## config.mk

```make
export PLATFORM = sky130hd
export DESIGN_NAME = conv_pe_seq_flat
export DESIGN_NICKNAME = d
export VERILOG_FILES = /design/src/rtl/conv_pe_seq_if.sv /design/src/rtl/conv_pe_seq.sv /design/src/flat_wrapper.sv
export SDC_FILE = /design/constraint.sdc
export NUM_CORES = 1
export LEC_CHECK = 0
export BUFFER_PORTS_ARGS = -buffer_cell sky130_fd_sc_hd__clkbuf_2
export CAP_MARGIN = 20
export CORE_ASPECT_RATIO = 1.25
export CORE_UTILIZATION = 45
export CTS_CLUSTER_SIZE = 25
export DETAILED_ROUTE_END_ITERATION = 16
export PLACE_DENSITY_LB_ADDON = 0.2
export SLEW_MARGIN = 40
export SYNTH_ARGS = -nofsm -noshare
export SYNTH_HDL_FRONTEND = slang
export SYNTH_SLANG_ARGS = --single-unit
```

## constraint.sdc

```tcl
create_clock -name clk -period 4.6 [get_ports clk]
set_input_delay 0.92 -clock clk [delete_from_list [all_inputs] [get_ports clk]]
set_output_delay 0.92 -clock clk [all_outputs]
set_load 0.05 [all_outputs]
```

## src/rtl/conv_pe_seq_if.sv

```systemverilog
// ---------------------------------------------------------------------------
// conv_pe_seq_if
// Bundles every non-clock/reset signal of the conv_pe_seq sequencer: the
// scheduler handshake (go/busy/done), the feature-map, weight and bias memory
// ports, the operand/result path to the conv_pe MAC engine and the output
// buffer write port.
//   master : the sequencer (drives addresses, PE operands, output writes)
//   slave  : the surrounding layer (scheduler, memories, PE)
// Parameters must match the ones given to the conv_pe_seq instance.
// ---------------------------------------------------------------------------
interface conv_pe_seq_if #(
    parameter int FM_AW  = 10,
    parameter int W_AW   = 8,
    parameter int OUT_AW = 12,
    parameter int B_AW   = 3
);
    logic              go;
    logic              busy;
    logic              done;
    logic [FM_AW-1:0]  fm_addr;
    logic              fm_ren;
    logic [15:0]       fm_rdata;
    logic [W_AW-1:0]   w_addr;
    logic [15:0]       w_rdata;
    logic [B_AW-1:0]   b_addr;
    logic [15:0]       bias_in;
    logic [15:0]       pe_fm;
    logic [15:0]       pe_w;
    logic [15:0]       pe_bias;
    logic              pe_start;
    logic              pe_ready;
    logic [15:0]       pe_out;
    logic              pe_flag;
    logic              out_we;
    logic [OUT_AW-1:0] out_addr;
    logic [15:0]       out_wdata;

    modport master (
        input  go, fm_rdata, w_rdata, bias_in, pe_out, pe_flag,
        output busy, done, fm_addr, fm_ren, w_addr, b_addr,
               pe_fm, pe_w, pe_bias, pe_start, pe_ready,
               out_we, out_addr, out_wdata
    );

    modport slave (
        output go, fm_rdata, w_rdata, bias_in, pe_out, pe_flag,
        input  busy, done, fm_addr, fm_ren, w_addr, b_addr,
               pe_fm, pe_w, pe_bias, pe_start, pe_ready,
               out_we, out_addr, out_wdata
    );
endinterface

```

## src/rtl/conv_pe_seq.sv

```systemverilog
// ---------------------------------------------------------------------------
// conv_pe_seq
// Sequencer for one conv_pe MAC engine. For a single-input-channel valid
// convolution (stride 1, no padding) it walks channel -> oy -> ox -> ky -> kx,
// issues feature-map/weight reads, streams the returned operands into the PE
// and writes every PE result into the output buffer.
// Ports:
//   clk, n_reset : clock, asynchronous active-low reset
//   bus (master) : go/busy/done handshake, fm/weight/bias memory ports,
//                  PE operand and result signals, output write port
// Timing: PRIME (dummy zero beat + tap-0 address), RUN (one beat per cycle,
// N_CH*NWIN*KK cycles), FLUSH (final PE flag), DONE (one-cycle pulse).
// ---------------------------------------------------------------------------
module conv_pe_seq #(
    parameter int IMG_W  = 28,
    parameter int K      = 3,
    parameter int N_CH   = 6,
    parameter int FM_AW  = 10,
    parameter int W_AW   = 8,
    parameter int OUT_AW = 12,
    parameter int B_AW   = 3
) (
    input  logic          clk,
    input  logic          n_reset,
    conv_pe_seq_if.master bus
);
    localparam int OUT_W = IMG_W - K + 1;
    localparam int KK    = K * K;
    localparam int NWIN  = OUT_W * OUT_W;
    localparam int NOUT  = N_CH * NWIN;
    localparam int KW    = (K > 1)    ? $clog2(K)    : 1;
    localparam int OW    = (OUT_W > 1)? $clog2(OUT_W): 1;
    localparam int CW    = (N_CH > 1) ? $clog2(N_CH) : 1;
    localparam int WW    = (NWIN > 1) ? $clog2(NWIN) : 1;

    typedef enum logic [2:0] {S_IDLE, S_PRIME, S_RUN, S_FLUSH, S_DONE} state_t;
    state_t state, state_nxt;

    // Read side: position of the beat whose address is currently issued.
    logic [KW-1:0]     kx, ky;
    logic [OW-1:0]     ox, oy;
    logic [CW-1:0]     ch;
    logic [FM_AW-1:0]  win_base;   // oy*IMG_W + ox
    logic [FM_AW-1:0]  row_base;   // (oy+ky)*IMG_W + ox
    logic [W_AW-1:0]   w_base;     // ch*KK
    logic [W_AW-1:0]   w_ptr;      // ch*KK + ky*K + kx

    // Write side: tracks the output being flagged, independent of reads.
    logic [WW-1:0]     wr_win;
    logic [B_AW-1:0]   b_ch;
    logic [OUT_AW-1:0] out_cnt;

    logic at_origin, busy, done_c, fm_ren_c, start_c, ready_c, feed, advance;
    logic out_we;

    // The read counters return to all-zero exactly once per layer, after the
    // last beat's successor has been "issued": that marks the final RUN cycle.
    assign at_origin = (kx == '0) && (ky == '0) && (ox == '0) && (oy == '0) && (ch == '0);

    // NOTE: sequential state is updated with non-blocking assignments so every
    // register samples pre-edge values regardless of process ordering.
    always_ff @(posedge clk or negedge n_reset) begin
        if (!n_reset) state <= S_IDLE;
        else          state <= state_nxt;
    end

    // NOTE: every output of this block gets a default first, so no path can
    // leave a variable unassigned and infer a latch.
    always_comb begin
        state_nxt = state;
        busy      = 1'b0;
        done_c    = 1'b0;
        fm_ren_c  = 1'b0;
        start_c   = 1'b0;
        ready_c   = 1'b0;
        feed      = 1'b0;
        advance   = 1'b0;
        case (state)
            S_IDLE: begin
                if (bus.go) state_nxt = S_PRIME;
            end
            S_PRIME: begin
                // Dummy zero beat: the PE's first window takes KK+1 products.
                busy      = 1'b1;
                start_c   = 1'b1;
                ready_c   = 1'b1;
                fm_ren_c  = 1'b1;
                advance   = 1'b1;
                state_nxt = S_RUN;
            end
            S_RUN: begin
                busy    = 1'b1;
                start_c = 1'b1;
                ready_c = 1'b1;
                feed    = 1'b1;
                if (at_origin) begin
                    state_nxt = S_FLUSH;
                end else begin
                    fm_ren_c = 1'b1;
                    advance  = 1'b1;
                end
            end
            S_FLUSH: begin
                busy      = 1'b1;
                start_c   = 1'b1;
                state_nxt = S_DONE;
            end
            S_DONE: begin
                done_c    = 1'b1;
                state_nxt = S_IDLE;
            end
            default: state_nxt = S_IDLE;
        endcase
    end

    // Read address walk; bases are stepped by addition, never multiplied.
    always_ff @(posedge clk or negedge n_reset) begin
        if (!n_reset) begin
            kx       <= '0;
            ky       <= '0;
            ox       <= '0;
            oy       <= '0;
            ch       <= '0;
            win_base <= '0;
            row_base <= '0;
            w_base   <= '0;
            w_ptr    <= '0;
        end else if (advance) begin
            if (kx != KW'(K - 1)) begin
                kx    <= kx + 1'b1;
                w_ptr <= w_ptr + 1'b1;
            end else if (ky != KW'(K - 1)) begin
                kx       <= '0;
                ky       <= ky + 1'b1;
                row_base <= row_base + FM_AW'(IMG_W);
                w_ptr    <= w_ptr + 1'b1;
            end else begin
                kx    <= '0;
                ky    <= '0;
                w_ptr <= w_base;
                if (ox != OW'(OUT_W - 1)) begin
                    ox       <= ox + 1'b1;
                    win_base <= win_base + FM_AW'(1);
                    row_base <= win_base + FM_AW'(1);
                end else if (oy != OW'(OUT_W - 1)) begin
                    // From (oy, OUT_W-1) to (oy+1, 0): +K lands on the next row.
                    ox       <= '0;
                    oy       <= oy + 1'b1;
                    win_base <= win_base + FM_AW'(K);
                    row_base <= win_base + FM_AW'(K);
                end else begin
                    ox       <= '0;
                    oy       <= '0;
                    win_base <= '0;
                    row_base <= '0;
                    if (ch != CW'(N_CH - 1)) begin
                        ch     <= ch + 1'b1;
                        w_base <= w_base + W_AW'(KK);
                        w_ptr  <= w_base + W_AW'(KK);
                    end else begin
                        ch     <= '0;
                        w_base <= '0;
                        w_ptr  <= '0;
                    end
                end
            end
        end
    end

    // Result capture: the bias channel moves on only after the flag of the
    // channel's last window, and all write counters wrap back to 0 at the end.
    always_ff @(posedge clk or negedge n_reset) begin
        if (!n_reset) begin
            wr_win  <= '0;
            b_ch    <= '0;
            out_cnt <= '0;
        end else if (out_we) begin
            if (wr_win == WW'(NWIN - 1)) begin
                wr_win <= '0;
                b_ch   <= (b_ch == B_AW'(N_CH - 1)) ? '0 : b_ch + 1'b1;
            end else begin
                wr_win <= wr_win + 1'b1;
            end
            out_cnt <= (out_cnt == OUT_AW'(NOUT - 1)) ? '0 : out_cnt + 1'b1;
        end
    end

    assign out_we        = busy & bus.pe_flag;

    assign bus.busy      = busy;
    assign bus.done      = done_c;
    assign bus.fm_addr   = row_base + FM_AW'(kx);
    assign bus.fm_ren    = fm_ren_c;
    assign bus.w_addr    = w_ptr;
    assign bus.b_addr    = b_ch;
    assign bus.pe_fm     = feed ? bus.fm_rdata : '0;
    assign bus.pe_w      = feed ? bus.w_rdata  : '0;
    assign bus.pe_bias   = busy ? bus.bias_in  : '0;
    assign bus.pe_start  = start_c;
    assign bus.pe_ready  = ready_c;
    assign bus.out_we    = out_we;
    assign bus.out_addr  = out_we ? out_cnt    : '0;
    assign bus.out_wdata = out_we ? bus.pe_out : '0;
endmodule
```

## src/flat_wrapper.sv

```systemverilog
// flat-port wrapper written by rule: the top's interface ports become plain ports
module conv_pe_seq_flat 
#(
    parameter int IMG_W  = 28,
    parameter int K      = 3,
    parameter int N_CH   = 6,
    parameter int FM_AW  = 10,
    parameter int W_AW   = 8,
    parameter int OUT_AW = 12,
    parameter int B_AW   = 3
)
  (clk, n_reset, bus_go, bus_fm_rdata, bus_w_rdata, bus_bias_in, bus_pe_out, bus_pe_flag, bus_busy, bus_done, bus_fm_addr, bus_fm_ren, bus_w_addr, bus_b_addr, bus_pe_fm, bus_pe_w, bus_pe_bias, bus_pe_start, bus_pe_ready, bus_out_we, bus_out_addr, bus_out_wdata);
  conv_pe_seq_if #(.FM_AW(FM_AW), .W_AW(W_AW), .OUT_AW(OUT_AW), .B_AW(B_AW)) bus_i ();
  input  logic clk;
  input  logic n_reset;
  input wire logic [$bits(bus_i.go)-1:0] bus_go;
  input wire logic [$bits(bus_i.fm_rdata)-1:0] bus_fm_rdata;
  input wire logic [$bits(bus_i.w_rdata)-1:0] bus_w_rdata;
  input wire logic [$bits(bus_i.bias_in)-1:0] bus_bias_in;
  input wire logic [$bits(bus_i.pe_out)-1:0] bus_pe_out;
  input wire logic [$bits(bus_i.pe_flag)-1:0] bus_pe_flag;
  output wire logic [$bits(bus_i.busy)-1:0] bus_busy;
  output wire logic [$bits(bus_i.done)-1:0] bus_done;
  output wire logic [$bits(bus_i.fm_addr)-1:0] bus_fm_addr;
  output wire logic [$bits(bus_i.fm_ren)-1:0] bus_fm_ren;
  output wire logic [$bits(bus_i.w_addr)-1:0] bus_w_addr;
  output wire logic [$bits(bus_i.b_addr)-1:0] bus_b_addr;
  output wire logic [$bits(bus_i.pe_fm)-1:0] bus_pe_fm;
  output wire logic [$bits(bus_i.pe_w)-1:0] bus_pe_w;
  output wire logic [$bits(bus_i.pe_bias)-1:0] bus_pe_bias;
  output wire logic [$bits(bus_i.pe_start)-1:0] bus_pe_start;
  output wire logic [$bits(bus_i.pe_ready)-1:0] bus_pe_ready;
  output wire logic [$bits(bus_i.out_we)-1:0] bus_out_we;
  output wire logic [$bits(bus_i.out_addr)-1:0] bus_out_addr;
  output wire logic [$bits(bus_i.out_wdata)-1:0] bus_out_wdata;
  assign bus_i.go = bus_go;
  assign bus_i.fm_rdata = bus_fm_rdata;
  assign bus_i.w_rdata = bus_w_rdata;
  assign bus_i.bias_in = bus_bias_in;
  assign bus_i.pe_out = bus_pe_out;
  assign bus_i.pe_flag = bus_pe_flag;
  assign bus_busy = bus_i.busy;
  assign bus_done = bus_i.done;
  assign bus_fm_addr = bus_i.fm_addr;
  assign bus_fm_ren = bus_i.fm_ren;
  assign bus_w_addr = bus_i.w_addr;
  assign bus_b_addr = bus_i.b_addr;
  assign bus_pe_fm = bus_i.pe_fm;
  assign bus_pe_w = bus_i.pe_w;
  assign bus_pe_bias = bus_i.pe_bias;
  assign bus_pe_start = bus_i.pe_start;
  assign bus_pe_ready = bus_i.pe_ready;
  assign bus_out_we = bus_i.out_we;
  assign bus_out_addr = bus_i.out_addr;
  assign bus_out_wdata = bus_i.out_wdata;
  conv_pe_seq #(.IMG_W(IMG_W), .K(K), .N_CH(N_CH), .FM_AW(FM_AW), .W_AW(W_AW), .OUT_AW(OUT_AW), .B_AW(B_AW)) u_core (.clk(clk), .n_reset(n_reset), .bus(bus_i));
endmodule
```

==> run metrics <==
largest net degree at the start of global routing=82; area grow syn2layout=21.8%; synth warn=0; row cnt=44; Syn Nets=707; DR WL/cell=15.3 um; grt ovf=0; CP max stage delay=0.72 ns; root buffer cell=clkbuf_16; Worst EP arrival=2.55 ns; CP startpoint kind=flip-flop; 1st-iter DRT viols=294; first-pass GRT wire length=21300 um; most common cell in the netlist=dfrtp_1; Die W=99.4 um; met3 Use GR=4.15%; DR vias=5026; placer's final routability congestion estimate=0.878; total track usage=22.0%; Hold Slack=0.489 ns; critical path required time=3.68 ns; Final HPWL DP=10200 um; critical path class=flip-flop to output pin; GRT busiest layer=met2; initial core utilization=46.1%; Leak=3.22 nW; # Max-Cap Violations=0; final hold vios=0; Final #Nets=849; Die Area=12300 um2; register area share after synthesis=38.0%; final period utilization=75.4%; I/O pin total=171; Fin Setup TNS=0 ns; Post-Syn Area per Cell=8.57 um2; RSZ-0062 raised after global routing=false; met2 GRT Util=33.4%; vias in the first global route=4358; Filler cells=1064; number of port buffers=170; PwrDens=601 nW/um2; Top FF cell, synth=dfrtp_1; Setup crit end kind=output pin; H-tree depth=3; total CTS buffers=9; top cells by area, synth=dfrtp_1 38%, and2_1 5.9%, o21ai_0 4.6%; Synth top area share=38.0%; Yosys reg bits=81; Clock Skew=0.00451 ns; pin slew with the least headroom to its limit=0.744 ns; Worst slew margin=50.1%; number of routed nets with antenna violations=0; post-layout min period=3.47 ns; Synth async-reset ratio=100%; Achievable Freq=288 MHz; Pre-antenna DRT Iters=5; met1 GRT Util=30.6%; number of flops mapped to enable cells by yosys=0; biggest area consumer among synthesized cells=dfrtp_1; initial antenna violation count=0; Diodes inserted=0; wirelength, routed=13900 um; clock-pin slew on the worst setup and hold paths=0.06 ns; distinct cell type count after synthesis=72; slowest CP cell=o21ba_2; Resize count post-CTS=0; Worst VDD drop=0.359 mV; layout cells sized above 1=26.5%; worst hold path type=flip-flop to flip-flop; top cells by count, synth=81 x dfrtp_1, 59 x nand2_1, 50 x and2_1, 49 x o21ai_0, 44 x nor2_1; final setup fails=0; cell count after synthesis=622; Worst-Skew Late Latency=0.33 ns; routed vias/inst=5.55; Max Root-Sink Buffers=2; drt drc=0; Setup Fix Bufs, Post-CTS=0; CP Max Fanout=47; die height=124 um; Core ar.=11600 um2; status=finished, final reports clean; Num Clock Sinks=81; CP cell instances=o21ba_2 -> nand2_1 -> inv_1 -> clkbuf_2; CTS tree=built; Pins Over Slew Limit=0; Post-Syn Area=5330 um2; hold_buf cts=0
-- area by class of cell --
class                   count  area, um2  share of cell area [%]
multi-input cells         477       3050                    46.9
flip-flops and latches     81       2030                    31.2
repair buffers            173        880                    13.5
clock buffers              11        243                    3.74
well taps                 138        173                    2.66
inverters                  22       82.6                    1.27
clock inverters             3       42.5                   0.655
-- through the flow --
step	instance area, um2	util (%)	setup WS, ns	power [mW]	std cells
6_report	6490	56.2	1.13	3.90	905
2_1_floorplan	5330	-	1.44	2.75	622
3_5_place_dp	6200	53.7	1.46	3.21	891
3_3_place_gp	6190	53.6	1.55	3.16	891
4_1_cts	6490	56.1	1.14	3.92	905
5_1_grt	6490	56.2	0.892	4.14	905
-- routing by layer --
metal,up-vias,wire [um],part of all wire (%)
met3,16,660,4.8
met2,144,6480,47
met4,0,268,1.9
met1,2380,6450,47
met5,-,0,0
li1,2486,-,-
-- report_power, final --
| group | total, mW | internal [mW] | switching (mW) |
|---|---|---|---|
| logic | 2.14 | 0.556 | 1.59 |
| clock network | 0.696 | 0.428 | 0.268 |
| registers | 1.06 | 0.849 | 0.214 |
-- logic make-up (layout without fill, tap and decap cells) --
| family | count (synthesis) | count (layout) | share of synthesized area [%] |
|---|---|---|---|
| buf+inv | 64 | 209 | 5.07 |
| xor+xnor | 34 | 34 | 5.59 |
| flops | 81 | 81 | 38.0 |
| mux | 6 | 6 | 1.20 |
| compound gates | 121 | 121 | 15.3 |
| fa+ha+maj | 19 | 19 | 4.51 |
| simple gates | 297 | 297 | 30.3 |
-- critical path, delay by kind of cell, from the launching register on --
family	cells	cell delay (ns)
flops	1	0.46
buf+inv	2	0.65
simple gates	1	0.37
compound gates	1	0.72
-- final timing paths --
kind                            depth (start not counted)  slack, ns                          endpoint                             start
worst min register to register                          1       0.49  u_core.bus.b_addr[0]$_DFFE_PN0P_  u_core.bus.b_addr[0]$_DFFE_PN0P_
worst min-delay path                                    1       0.49  u_core.bus.b_addr[0]$_DFFE_PN0P_  u_core.bus.b_addr[0]$_DFFE_PN0P_
worst max register to register                          8       1.83    u_core.row_base[6]$_DFFE_PN0P_          u_core.ox[1]$_DFFE_PN0P_
max in group asynchronous                               1       3.47  u_core.bus.w_addr[5]$_DFFE_PN0P_                           n_reset
worst max-delay path                                    4       1.13                        bus_out_we       u_core.state[2]$_DFFE_PN0P_
min in group asynchronous                               1       0.63      u_core.wr_win[3]$_DFFE_PN0P_                           n_reset
-- flip-flops by register name, indices dropped and copies added (netlist names), 5 cells and up --
name               flops
u_core.out_cnt        12
u_core.win_base       10
u_core.row_base       10
u_core.bus.w_addr      8
u_core.ox              5
u_core.wr_win         10
u_core.w_base          8
u_core.oy              5
-- cells in the final DEF, fill, tap and decap left out, drive strengths merged, types with 4 or more instances in the layout --
master / netlist / final
a2111oi: 4 / 4
and3: 31 / 31
nor3: 20 / 20
nand2: 59 / 59
nand3: 35 / 35
o211ai: 4 / 4
and2: 51 / 51
nor3b: 5 / 5
a22o: 4 / 4
a21o: 9 / 9
clkbuf: 28 / 180
ha: 16 / 16
or3: 4 / 4
nor2b: 6 / 6
inv: 22 / 22
xor2: 15 / 15
nor2: 44 / 44
nand4: 11 / 11
xnor2: 19 / 19
dfrtp: 81 / 81
buf: 14 / 4
a31oi: 8 / 8
o21ai: 51 / 51
a21oi: 13 / 13
nor4: 5 / 5
Power figures use the tool's default switching activity.
